===== src/rtl/fc_pkg.sv =====
// Shared definitions for the FC weight path: buffer geometry, row type and
// the weight-loader state encoding.
package fc_pkg;

    localparam int FC_SIZE  = 16;
    localparam int FC_AW    = 7;
    localparam int FC_DEPTH = 128;

    typedef byte fc_row_t [FC_SIZE];

    typedef enum logic [1:0] {
        LD_IDLE  = 2'd0,
        LD_FILL  = 2'd1,
        LD_WRITE = 2'd2,
        LD_DONE  = 2'd3
    } fc_ld_state_e;

endpackage


===== src/rtl/fc_w_row_packer.sv =====
// Packs IN_BYTES-wide beats into one FC_SIZE-lane row. Beats enter at the top
// lanes and shift down, so after BEATS beats beat b sits at lanes b*IN_BYTES+k.
module fc_w_row_packer #(
    parameter int FC_SIZE  = 16,
    parameter int IN_BYTES = 4
) (
    input  logic                    clk,
    input  logic                    rst,
    input  logic                    i_clr,
    input  logic                    i_beat_en,
    input  logic [8*IN_BYTES-1:0]   i_beat,
    output logic                    o_row_full,
    output logic [8*FC_SIZE-1:0]    o_row
);

    localparam int BEATS  = FC_SIZE / IN_BYTES;
    localparam int ROW_W  = 8 * FC_SIZE;
    localparam int BEAT_W = 8 * IN_BYTES;
    localparam int CW     = (BEATS > 1) ? $clog2(BEATS) : 1;
    localparam logic [CW-1:0] LAST_BEAT = CW'(BEATS - 1);

    logic [CW-1:0]    r_beat_cnt;
    logic [ROW_W-1:0] r_row;
    logic [ROW_W-1:0] w_row_next;
    logic             w_last;

    always_comb begin
        w_row_next = (r_row >> BEAT_W) | (ROW_W'(i_beat) << (ROW_W - BEAT_W));
        w_last     = (r_beat_cnt == LAST_BEAT);
        o_row_full = i_beat_en && w_last;
        o_row      = w_row_next;
    end

    // A partial row needs no explicit flush: a full row always overwrites
    // every lane, so restarting the beat count is enough.
    always_ff @(posedge clk) begin
        if (rst) begin
            r_beat_cnt <= '0;
            r_row      <= '0;
        end else if (i_clr) begin
            r_beat_cnt <= '0;
        end else if (i_beat_en) begin
            r_row      <= w_row_next;
            r_beat_cnt <= w_last ? '0 : r_beat_cnt + 1'b1;
        end
    end

endmodule


===== src/rtl/fc_w_loader.sv =====
// FC weight-buffer feeder: collects a valid/ready byte stream into full rows
// and writes each row to consecutive (wrapping) buffer addresses.
module fc_w_loader
    import fc_pkg::*;
#(
    parameter int FC_SIZE  = 16,
    parameter int IN_BYTES = 4,
    parameter int AW       = FC_AW
) (
    input  logic                    clk,
    input  logic                    rst,
    input  logic                    start_i,
    input  logic [AW-1:0]           base_addr_i,
    input  logic [7:0]              num_rows_i,
    input  logic                    s_valid_i,
    output logic                    s_ready_o,
    input  logic [8*IN_BYTES-1:0]   s_data_i,
    output logic                    wren_o,
    output logic [FC_SIZE*AW-1:0]   wrptr_o,
    output logic [8*FC_SIZE-1:0]    weight_o,
    output logic                    busy_o,
    output logic                    done_o
);

    fc_ld_state_e r_state, w_state_next;

    logic [AW-1:0]          r_base;
    logic [7:0]             r_num_rows;
    logic [7:0]             r_row_cnt;
    logic                   r_wren;
    logic [FC_SIZE*AW-1:0]  r_wrptr;
    logic [8*FC_SIZE-1:0]   r_weight;

    logic [7:0]             w_num_sat;
    logic [AW-1:0]          w_addr;
    logic                   w_last_row;
    logic                   w_start;
    logic                   w_beat_en;
    logic                   w_row_full;
    logic [8*FC_SIZE-1:0]   w_row;

    fc_w_row_packer #(
        .FC_SIZE  (FC_SIZE),
        .IN_BYTES (IN_BYTES)
    ) u_packer (
        .clk        (clk),
        .rst        (rst),
        .i_clr      (w_start),
        .i_beat_en  (w_beat_en),
        .i_beat     (s_data_i),
        .o_row_full (w_row_full),
        .o_row      (w_row)
    );

    always_comb begin
        w_num_sat  = (num_rows_i > 8'd128) ? 8'd128 : num_rows_i;
        w_addr     = r_base + AW'(r_row_cnt);
        w_last_row = (({1'b0, r_row_cnt} + 9'd1) == {1'b0, r_num_rows});
        w_start    = (r_state == LD_IDLE) && start_i;
        w_beat_en  = (r_state == LD_FILL) && s_valid_i;
    end

    always_comb begin
        w_state_next = r_state;
        unique case (r_state)
            LD_IDLE: begin
                if (start_i)
                    w_state_next = (w_num_sat == 8'd0) ? LD_DONE : LD_FILL;
            end
            LD_FILL: begin
                if (w_row_full)
                    w_state_next = LD_WRITE;
            end
            LD_WRITE: begin
                w_state_next = w_last_row ? LD_DONE : LD_FILL;
            end
            LD_DONE: begin
                w_state_next = LD_IDLE;
            end
            default: w_state_next = LD_IDLE;
        endcase
    end

    // Write-side outputs are loaded on the edge that accepts the last beat,
    // so they are valid during the WRITE cycle that follows.
    always_ff @(posedge clk) begin
        if (rst) begin
            r_state    <= LD_IDLE;
            r_base     <= '0;
            r_num_rows <= '0;
            r_row_cnt  <= '0;
            r_wren     <= 1'b0;
            r_wrptr    <= '0;
            r_weight   <= '0;
        end else begin
            r_state <= w_state_next;
            r_wren  <= (r_state == LD_FILL) && w_row_full;
            if (w_start) begin
                r_base     <= base_addr_i;
                r_num_rows <= w_num_sat;
                r_row_cnt  <= '0;
            end
            if ((r_state == LD_FILL) && w_row_full) begin
                r_wrptr  <= {FC_SIZE{w_addr}};
                r_weight <= w_row;
            end
            if (r_state == LD_WRITE)
                r_row_cnt <= r_row_cnt + 8'd1;
        end
    end

    always_comb begin
        s_ready_o = (r_state == LD_FILL);
        busy_o    = (r_state == LD_FILL) || (r_state == LD_WRITE);
        done_o    = (r_state == LD_DONE);
        wren_o    = r_wren;
        wrptr_o   = r_wrptr;
        weight_o  = r_weight;
    end

endmodule

===== config.mk =====
export PLATFORM = sky130hd
export DESIGN_NAME = fc_w_loader
export DESIGN_NICKNAME = d
export VERILOG_FILES = /design/src/rtl/fc_pkg.sv /design/src/rtl/fc_w_row_packer.sv /design/src/rtl/fc_w_loader.sv
export SDC_FILE = /design/constraint.sdc
export NUM_CORES = 1
export LEC_CHECK = 0
export BUFFER_PORTS_ARGS = -buffer_cell sky130_fd_sc_hd__buf_4
export CORE_MARGIN = 2
export CORE_UTILIZATION = 45
export CTS_CLUSTER_DIAMETER = 50
export DETAILED_ROUTE_END_ITERATION = 7
export PLACE_DENSITY = 0.71
export SLEW_MARGIN = 20
export SYNTH_ARGS = -nofsm -noshare
export SYNTH_HDL_FRONTEND = slang
export SYNTH_SLANG_ARGS = --single-unit

===== constraint.sdc =====
create_clock -name clk -period 2.6 [get_ports clk]
set_clock_uncertainty 0.1 [all_clocks]
set_input_delay 0.13 -clock clk [delete_from_list [all_inputs] [get_ports clk]]
set_output_delay 0.13 -clock clk [all_outputs]
set_load 0.05 [all_outputs]

==> summary.txt, run 1 <==
Power
  – Internal power: roughly 6.8 mW
  – Clk pwr share: 41.4%
  – Pwr Total: around 9.3 mW
  – Pleak: 5.291 nW
  – Sw Ratio: 27.32%
  – VDD IR max: 0.6341 mV
  – Comb pwr share: 13.5%
  – Sw power: between 2 and 3 mW
  – Pwr Density: 698.4 nW/µm²
  – Flop pwr share: 45.0%

Synth
  – Flops & latches, synth: 259
  – Mux cell area share after synthesis: 0.1931%
  – Post-synthesis compound-gate area fraction: 14.66%
  – Synth Area in Adders: 1.762%
  – Largest family of logic cells by synthesized area: simple AND/OR/NAND/NOR gates
  – Post-synth EDFFs: 0
  – Yosys top cell by area: dfxtp_1
  – Post-synth top area share: 50.00%
  – Mapped Nets: 1,387
  – Post-synth top cells: nand2_1, dfxtp_1, a21oi_1, buf_4, clkbuf_1
  – Top-count cell post-synth: nand2_1
  – Synthesized cell area: 10,370 µm²
  – Post-synth ARST share: 0%
  – Syn_area_per_cell: between 7 and 8 µm²
  – Cell variety after synth: 45
  – Syn Inst Count: 1,322
  – Sequential cell area fraction in the yosys report: 50.00%
  – Synth Area in XOR/XNOR: 0.7601%
  – Most area-consuming cells after synthesis: dfxtp_1, nand2_1, a21oi_1
  – Leading register cell type out of synthesis: dfxtp_1
  – Total number of yosys warnings: 0
  – Post-synthesis simple-gate area fraction: 21.15%

Final layout
  – Design area: 13,380 µm²
  – Area delta synth->final: 29.02%
  – Fin nets: about 1,600
  – Share of post-route cells with drive strength above 1: approximately a quarter

Clocking
  – H-tree depth: 1
  – Sink Count: around 260
  – Worst-path clk slew: 0.06 ns
  – TritonCTS clock tree: built
  – Clock tree buffer depth: 3
  – Post-cts sizing count: 0
  – Total CTS buffers: 28
  – Worst skew pair latency: 0.53 ns
  – CTS root buffer: clkbuf_16

Global route
  – Global-route wire length before repair: 42,400 µm
  – Largest net degree at the start of global routing: 116
  – Remaining Overflow, GRT: 0
  – Vias in the first global route: between 8,000 and 9,000
  – Gr usage total: roughly a fifth
  – Initial antenna violation count: 1

Drt
  – DRC: 0
  – DRT iter0 DRCs: 483
  – Via Count: ~9,000
  – Routed len/inst: 14.71 µm
  – Vias per cell: 4.943
  – Wirelength, routed: about 27,000 µm
  – Routed Antenna Nets: 0
  – DR pass1 iterations: 6

Floorplanning
  – Full die area: 24,280 µm²
  – Starting Density: 45.80%
  – Die X: 155.8 µm
  – Die Ht: 155.8 µm
  – Std cell rows: 55
  – I/O pin cnt: 295
  – Area of the core: 22,640 µm²

STA
  – Setup TNS: 0 ns
  – RSZ-0062 raised after global routing: false
  – Max Fclk: 484.2 MHz
  – Max Slew Vio Count: 0
  – Slew @ Worst Pin: 0.7470 ns
  – Hold_ws: roughly 0.036 ns
  – Rel. slew slack: 50.20%
  – Final period util: 79.43%
  – Final setup fails: 0
  – Hold Vio Cnt, Final: 0
  – Final period demand of the worst path: 2.065 ns

Critical path
  – Critical Path Fanout Max: 96
  – CP most frequent cell: nand2_1
  – Worst EP arrival: 2.42 ns
  – Critical Path Slowest Stage Cell: ha_1
  – Crit path capture type: flop
  – Worst path cell trace: inv_1, ha_1, nand2_1, nor2_4, buf_12, nand2_1, a21oi_1
  – Crit path kind: flop to flop
  – Startpoint Class: flop
  – Crit-path max cell delay: 0.40 ns
  – WP data required: roughly 3 ns

Place
  – GP Congestion: roughly 0.86
  – HPWL Detailed: 17,050 µm
  – Post-placement cell area: 11,980 µm²
  – Port bufs: between 200 and 300

Status
  – Status: completed

Run
  – Max-cap viol count: 0

Hold path
  – Worst hold path type: primary input to flop
[final cells by class]
class                      count  area (µm²)
timing repair buffer         353        2851
multi-input combinational    862        4030
clock buffer                  36       792.0
antenna                        1       2.502
tap                          285       356.6
sequential                   259        5185
fill                        2054        9261
clock inverter                14       120.1
inverter                      11       41.29
[layout by cell type, fill, tap and decap left out, types with 2 or more instances in the layout]
cell	n
a211oi_1	3
a21o_1	6
a21oi_1	254
a31oi_1	2
and2_1	2
buf_12	6
buf_4	298
clkbuf_1	3
clkbuf_16	29
clkbuf_8	5
clkinv_2	6
clkinvlp_4	3
dfxtp_1	259
dlygate4sd3_1	48
ha_1	13
inv_1	11
inv_6	2
mux2i_1	2
nand2_1	485
nand3_1	6
nand3_4	2
nand3b_1	9
nand4_1	2
nor2_1	14
nor2b_1	3
nor3_1	11
nor4_1	4
nor4b_1	2
o211ai_1	2
o21a_1	4
o21ai_0	7
o31a_1	3
xnor2_1	4
xor2_1	5
[flip-flops by register name, indices dropped and copies added, names as in the netlist]
signal	flops
u_packer.r_row	96
wren_o	1
u_packer.r_beat_cnt	2
r_num_rows	8
weight_o	128
r_row_cnt	8
r_base	7
wrptr_o	7
r_state	2
[power by group through the flow]
stage	registers [mW]	clock network (mW)	logic, mW
floorplan	4.26	0	0.852
CTS	4.21	3.94	1.27
finish	4.21	3.87	1.27
detailed placement	4.29	0	1.20
global placement	4.29	0	1.19
global route	4.22	4.12	1.40
[metal layers]
layer	global-route usage, %	part of all wire (%)	routed length (µm)	vias up
met1	29.77	47	12630	4176
met2	32.64	45	11940	194
met3	3.889	4.8	1273	51
met4	7.514	3.5	939	0
li1	-	-	-	4580
met5	0	0	0	-
[kinds of logic (layout without fill, tap and decap cells)]
logic type	count (synthesis)	count (layout)
AND/OR/NAND/NOR	549	549
flip-flops	259	259
other	0	1
buffers and inverters	201	414
XOR/XNOR	9	9
adder cells (fa/ha/maj)	14	14
multiplexers	2	2
AO/OA/AOI/OAI	288	288
[repair_timing]
action / 4_1_cts / 5_1_grt
hold endpoints to repair: 80 / 0
setup buffers: 0 / 0
hold buffers: 48 / 0
[stage by stage]
| step | instances | setup slack (ns) | util (%) |
|---|---|---|---|
| floorplan | 1322 | 0.5126 | - |
| detailed placement | 1722 | 0.5529 | 52.93 |
| CTS | 1820 | 0.5169 | 59.08 |
| finish | 1821 | 0.5349 | 59.09 |
| global route | 1821 | 0.3397 | 59.09 |
| global placement | 1722 | 0.6167 | 52.93 |
[worst paths after layout]
path / from / endpoint / slack [ns] / cells after the start
min reg2reg: u_packer.r_row[42]$_SDFFE_PP0P_ / weight_o[10]$_SDFFE_PP0P_ / 0.35 / 2
max: r_state[1]$_SDFFE_PP0P_ / u_packer.r_row[116]$_SDFFE_PP0P_ / 0.53 / 7
max reg2reg: r_state[1]$_SDFFE_PP0P_ / u_packer.r_row[116]$_SDFFE_PP0P_ / 0.53 / 7
min: start_i / r_state[0]$_SDFFE_PP0P_ / 0.04 / 5
[critical path, delay by kind of cell (launching register included)]
| family | cells | cell delay, ns |
|---|---|---|
| adders and majority gates | 1 | 0.40 |
| AOI/OAI and AO/OA | 1 | 0.14 |
| DFF | 1 | 0.33 |
| and+or+nand+nor | 3 | 0.50 |
| buffers and inverters | 2 | 0.48 |
(Power assumes the default switching activity.)
==> run 2, diff against run 1 <==
==> constraint.sdc (replaced) <==
create_clock -name clk -period 2.05 [get_ports clk]
set_clock_uncertainty 0.1 [all_clocks]
set_input_delay 0.1025 -clock clk [delete_from_list [all_inputs] [get_ports clk]]
set_output_delay 0.1025 -clock clk [all_outputs]
set_load 0.05 [all_outputs]
==> run 2 against run 1 <==
Effect of this change: critical path depth shrank 1; worst hold slack lost 0.012 ns; wire length grew 2.7%; first-iteration DRC count shrank 9.1%; sequential cell count is the same; setup slack lost 0.44 ns; non-clock buffer count grew 9; clock power grew 31%; cell count grew 0.55%; via count grew 1.5%; design area grew 1.2%; combinational power grew 33%; largest cell class unchanged.
==> summary.txt, run 2 (same netlist as run 1, synthesis figures left out) <==
Status
  – Status: completed

Critical path
  – Crit path kind: flop to flop
  – Crit path capture type: flop
  – Critical Path Fanout Max: 8
  – Worst EP arrival: 2.32 ns
  – WP data required: 2.42 ns
  – Startpoint Class: flop
  – Reg2reg path depth: 6

Power
  – Pwr Total: 12.09 mW
  – Sw power: about 3.2 mW
  – Internal power: 8.855 mW
  – VDD IR max: 0.7259 mV
  – Clk pwr share: about two fifths
  – Pwr Density: 892.7 nW/µm²
  – Sw Ratio: 26.77%
  – Comb pwr share: 14.0%
  – Pleak: 5.382 nW
  – Flop pwr share: between 40% and 50%

Drt
  – Vias per cell: roughly 5
  – DRT iter0 DRCs: 439
  – Routed Antenna Nets: 0
  – DR pass1 iterations: 5
  – DRC: 0
  – Wirelength, routed: 27,510 µm
  – Via Count: slightly above 9,000
  – Routed len/inst: 15.02 µm

STA
  – Max Slew Vio Count: 0
  – Worst setup margin: 0.09216 ns
  – Final period demand of the worst path: 1.958 ns
  – Final period util: roughly 96%
  – RSZ-0062 raised after global routing: false
  – Final setup fails: 0
  – Setup TNS: 0 ns
  – Hold Vio Cnt, Final: 0
  – Rel. slew slack: between 50% and 60%
  – Slew @ Worst Pin: 0.6740 ns
  – Max Fclk: between 500 and 600 MHz

Global route
  – Gr usage total: 21.37%
  – Initial antenna violation count: 0
  – Remaining Overflow, GRT: 0
  – Global-route wire length before repair: 42,680 µm
  – Largest net degree at the start of global routing: between 80 and 90
  – Vias in the first global route: around 8,100

Final layout
  – Most frequent cells in the layout: nand2_1, buf_4, dfxtp_1
  – Final Core Density: about three fifths
  – Share of post-route cells with drive strength above 1: 24.06%
  – Area delta synth->final: 30.62%
  – Fin nets: around 1,600
  – Commonest non-fill, non-tap cell in the layout: nand2_1
  – Fillers: 2,025
  – Number of antenna diodes: 0
  – Max FFs per register: 128

Place
  – Port bufs: 294
  – GP Congestion: about 0.86
  – Post-place setup slack: 0.1269 ns
  – HPWL Detailed: approximately 18,000 µm

Floorplanning
  – Starting Density: 45.80%
  – Full die area: approximately 24,000 µm²
  – I/O pin cnt: approximately 300
  – Area of the core: around 23,000 µm²
  – Die X: 155.8 µm
  – Die Ht: ~160 µm
  – Std cell rows: 55

Clocking
  – Worst-path clk slew: 0.06 ns
  – TritonCTS clock tree: built
  – H-tree depth: 1
  – Total CTS buffers: 28
  – Sink Count: around 260
  – Worst skew pair latency: 0.54 ns
  – Clock tree buffer depth: 3
  – Setup Fix Bufs, Post-CTS: 0
  – CTS root buffer: clkbuf_16

Hold path
  – Hold path depth: 5
  – Worst hold path type: primary input to flop

Run
  – Max-cap viol count: 0
==> run 2: changes by cell type in the layout (fill, tap and decap cells not counted), moves of 2 or more <==
cell,delta
clkinvlp_4,-2
buf_12,+4
buf_4,+4
clkbuf_8,+4
==> run 2: timing repair <==
item,CTS,global route
gates resized for setup,0,0
setup endpoints to repair,0,0
hold endpoints to repair,113,0
hold buffers,49,0
==> run 2: power by group through the flow <==
stage	registers (mW)	clock network, mW	logic, mW
4_1_cts	5.32	5.18	1.69
2_1_floorplan	5.41	0	1.08
6_report	5.33	5.08	1.69
3_5_place_dp	5.44	0	1.61
5_1_grt	5.34	5.39	1.85
3_3_place_gp	5.43	0	1.59
==> run 2: stage by stage <==
stage,cell area [µm²],instances,hold slack [ns]
2_1_floorplan,10370,1322,0.1385
6_report,13550,1831,0.02434
3_5_place_dp,12100,1730,0.2643
3_3_place_gp,12100,1730,0.2610
4_1_cts,13550,1831,0.01394
5_1_grt,13550,1831,0.03723
==> run 2: path summary, 6_finish.rpt <==
check                             startpoint  slack, ns                        end
min                                s_valid_i       0.02    r_state[0]$_SDFFE_PP0P_
max reg2reg        r_row_cnt[2]$_SDFFE_PP0P_       0.09  wrptr_o[104]$_SDFFE_PP0P_
max                r_row_cnt[2]$_SDFFE_PP0P_       0.09  wrptr_o[104]$_SDFFE_PP0P_
min reg2reg  u_packer.r_row[59]$_SDFFE_PP0P_       0.35  weight_o[27]$_SDFFE_PP0P_
==> run 2: layout make-up <==
| type | instances | area [µm²] | area share (%) |
|---|---|---|---|
| sequential | 259 | 5185 | 38.28 |
| tap | 285 | 356.6 | 2.633 |
| timing repair buffer | 362 | 2972 | 21.94 |
| inverter | 11 | 41.29 | 0.3048 |
| clock buffer | 39 | 822.0 | 6.069 |
| multi-input combinational | 862 | 4033 | 29.77 |
| clock inverter | 13 | 136.4 | 1.007 |
==> run 2: metal layers <==
metal	wire length [µm]	part of all wire (%)	vias to the layer above	track usage (%)
li1	-	-	4603	-
met1	12540	46	4250	29.67
met2	12510	45	231	33.29
met3	1478	5.4	49	4.083
met4	975	3.5	0	7.602
met5	0	0	-	0
==> run 2: critical path, stage by stage, from the launching register on <==
cell and delay, ns:
dfxtp_1 0.46, ha_1 0.32, nor2b_1 0.15, o21ai_1 0.20, a21oi_1 0.12, or3b_1 0.39, a31oi_1 0.16
==> run 3, diff against run 2 <==
==> constraint.sdc (replaced) <==
create_clock -name clk -period 2.05 [get_ports clk]
set_clock_uncertainty 0.1 [all_clocks]
set_input_delay 0.41 -clock clk [delete_from_list [all_inputs] [get_ports clk]]
set_output_delay 0.41 -clock clk [all_outputs]
set_load 0.05 [all_outputs]
==> run 3 against run 2 <==
Effect of this change: register-to-register slack improved by 0.09 ns; die area unchanged; largest cell class unchanged; clock power increased by 6.1%; sequential share of layout area increased by 1.3 points; sequential power about the same; count of clock-buffer cells in the layout increased by 4; wire length decreased by 3.2%; highest routed layer unchanged; worst hold slack got worse by 0.0082 ns; power increased by 1.9%; critical endpoint is now busy_o; setup slack got worse by 0.041 ns.
==> summary.txt, run 3 (same netlist as run 1, synthesis figures left out) <==
Floorplanning
  – Die X: about 160 µm
  – I/O pin cnt: 295
  – Std cell rows: 55
  – Area of the core: 22,640 µm²
  – Starting Density: a little under half
  – Full die area: 24,280 µm²
  – Die Ht: 155.8 µm

Final layout
  – Commonest non-fill, non-tap cell in the layout: nand2_1
  – Share of post-route cells with drive strength above 1: 25.27%
  – Register area: 5199 µm²
  – Fillers: around 2,100
  – Area of the multi-input gates: 4043 µm²
  – Area delta synth->final: 26.73%
  – Most frequent cells in the layout: nand2_1, buf_4, a21oi_1
  – Max FFs per register: 128
  – Number of antenna diodes: 0
  – Fin nets: 1,542
  – Post-Layout Cell Count: around 1,800

Clocking
  – Clock tree buffer depth: 3
  – CTS root buffer: clkbuf_16
  – TritonCTS clock tree: built
  – Post-cts sizing count: 7
  – Post-CTS Hold Buffers: 0
  – Setup Fix Bufs, Post-CTS: 0
  – Worst skew pair latency: about 0.54 ns
  – H-tree depth: 1
  – Sink Count: 259
  – Worst-path clk slew: 0.06 ns
  – Total CTS buffers: 30

Place
  – GP Congestion: just under 0.9
  – HPWL Detailed: 17,660 µm
  – Port bufs: 294
  – Placed cell count: 1,730
  – Post-place setup slack: between 0.15 and 0.2 ns

Drt
  – Via Count: 8,899
  – Wirelength, routed: 26,630 µm
  – Vias per cell: 4.985
  – Routed len/inst: 14.92 µm
  – DR pass1 iterations: 4
  – Routed Antenna Nets: 0
  – DRC: 0
  – DRT iter0 DRCs: around 520

Global route
  – Vias in the first global route: 7,992
  – Met3 Use GR: 4.444%
  – GR peak layer: met2
  – Met2 Use GR: about a third
  – Initial antenna violation count: 0
  – Met1 Use GR: between 20% and 30%
  – Remaining Overflow, GRT: 0
  – Largest net degree at the start of global routing: 91
  – Gr usage total: 20.99%
  – Global-route wire length before repair: around 42,000 µm

STA
  – Hold_ws: roughly 0.016 ns
  – Setup TNS: 0 ns
  – Max Slew Vio Count: 0
  – Final period util: ~100%
  – Slew @ Worst Pin: between 0.4 and 0.5 ns
  – RSZ-0062 raised after global routing: false
  – Final setup fails: 0
  – Max Fclk: 500.4 MHz
  – Worst setup margin: 0.05153 ns
  – Final period demand of the worst path: 1.998 ns
  – Hold Vio Cnt, Final: 0
  – Rel. slew slack: 70.11%

Run
  – Max-cap viol count: 0

Hold path
  – Worst hold path type: primary input to flop
  – Hold path depth: 3

Power
  – VDD IR max: a little over 0.8 mV
  – Pwr Total: 12.32 mW
  – Pwr Density: 937.2 nW/µm²
  – Pleak: 5.199 nW

Status
  – Status: completed

Critical path
  – Reg2reg path depth: 8
  – WP data required: around 1.5 ns
  – Critical Path Fanout Max: 4
  – Worst EP arrival: roughly 1.5 ns
  – Crit path capture type: primary output
  – Crit path kind: flop to primary output
  – Startpoint Class: flop
==> run 3: final cells by class <==
type                    count  share of cell area [%]
inverters                  11                  0.3142
flip-flops and latches    259                   39.56
multi-input cells         862                   30.76
repair buffers            313                   18.88
clock buffers              43                   6.550
well taps                 285                   2.714
clock inverters            12                   1.219
==> run 3: power breakdown <==
part	leakage, nW	switching (mW)	internal (mW)
logic	2.62	1.06	0.525
clock network	0.490	2.08	3.31
registers	2.09	0.132	5.21
total	5.20	3.28	9.04
==> run 3: metrics by stage <==
step / utilization, % / cell area [µm²]
after floorplan: - / 10370
after global placement: 53.43 / 12100
after detailed placement: 53.43 / 12100
after CTS: 58.02 / 13140
after global routing: 58.04 / 13140
final: 58.04 / 13140
==> run 3: worst paths after layout <==
path	startpoint	slack (ns)	to
worst min register to register	u_packer.r_row[63]$_SDFFE_PP0P_	0.34	weight_o[31]$_SDFFE_PP0P_
worst max-delay path	r_state[0]$_SDFFE_PP0P_	0.05	busy_o
worst max register to register	r_base[0]$_SDFFE_PP0P_	0.18	wrptr_o[109]$_SDFFE_PP0P_
worst min-delay path	base_addr_i[2]	0.02	r_base[2]$_SDFFE_PP0P_
==> run 3: worst max-delay path, stage by stage, from the launching register on <==
cell	delay [ns]
dfxtp_4	0.37
inv_1	0.08
ha_1	0.30
buf_4	0.20
==> run 3: per-layer routing <==
layer / wire (µm) / vias to the layer above
li1: - / 4506
met1: 12080 / 4127
met2: 12370 / 229
met3: 1766 / 37
met4: 414 / 0
met5: 0 / -
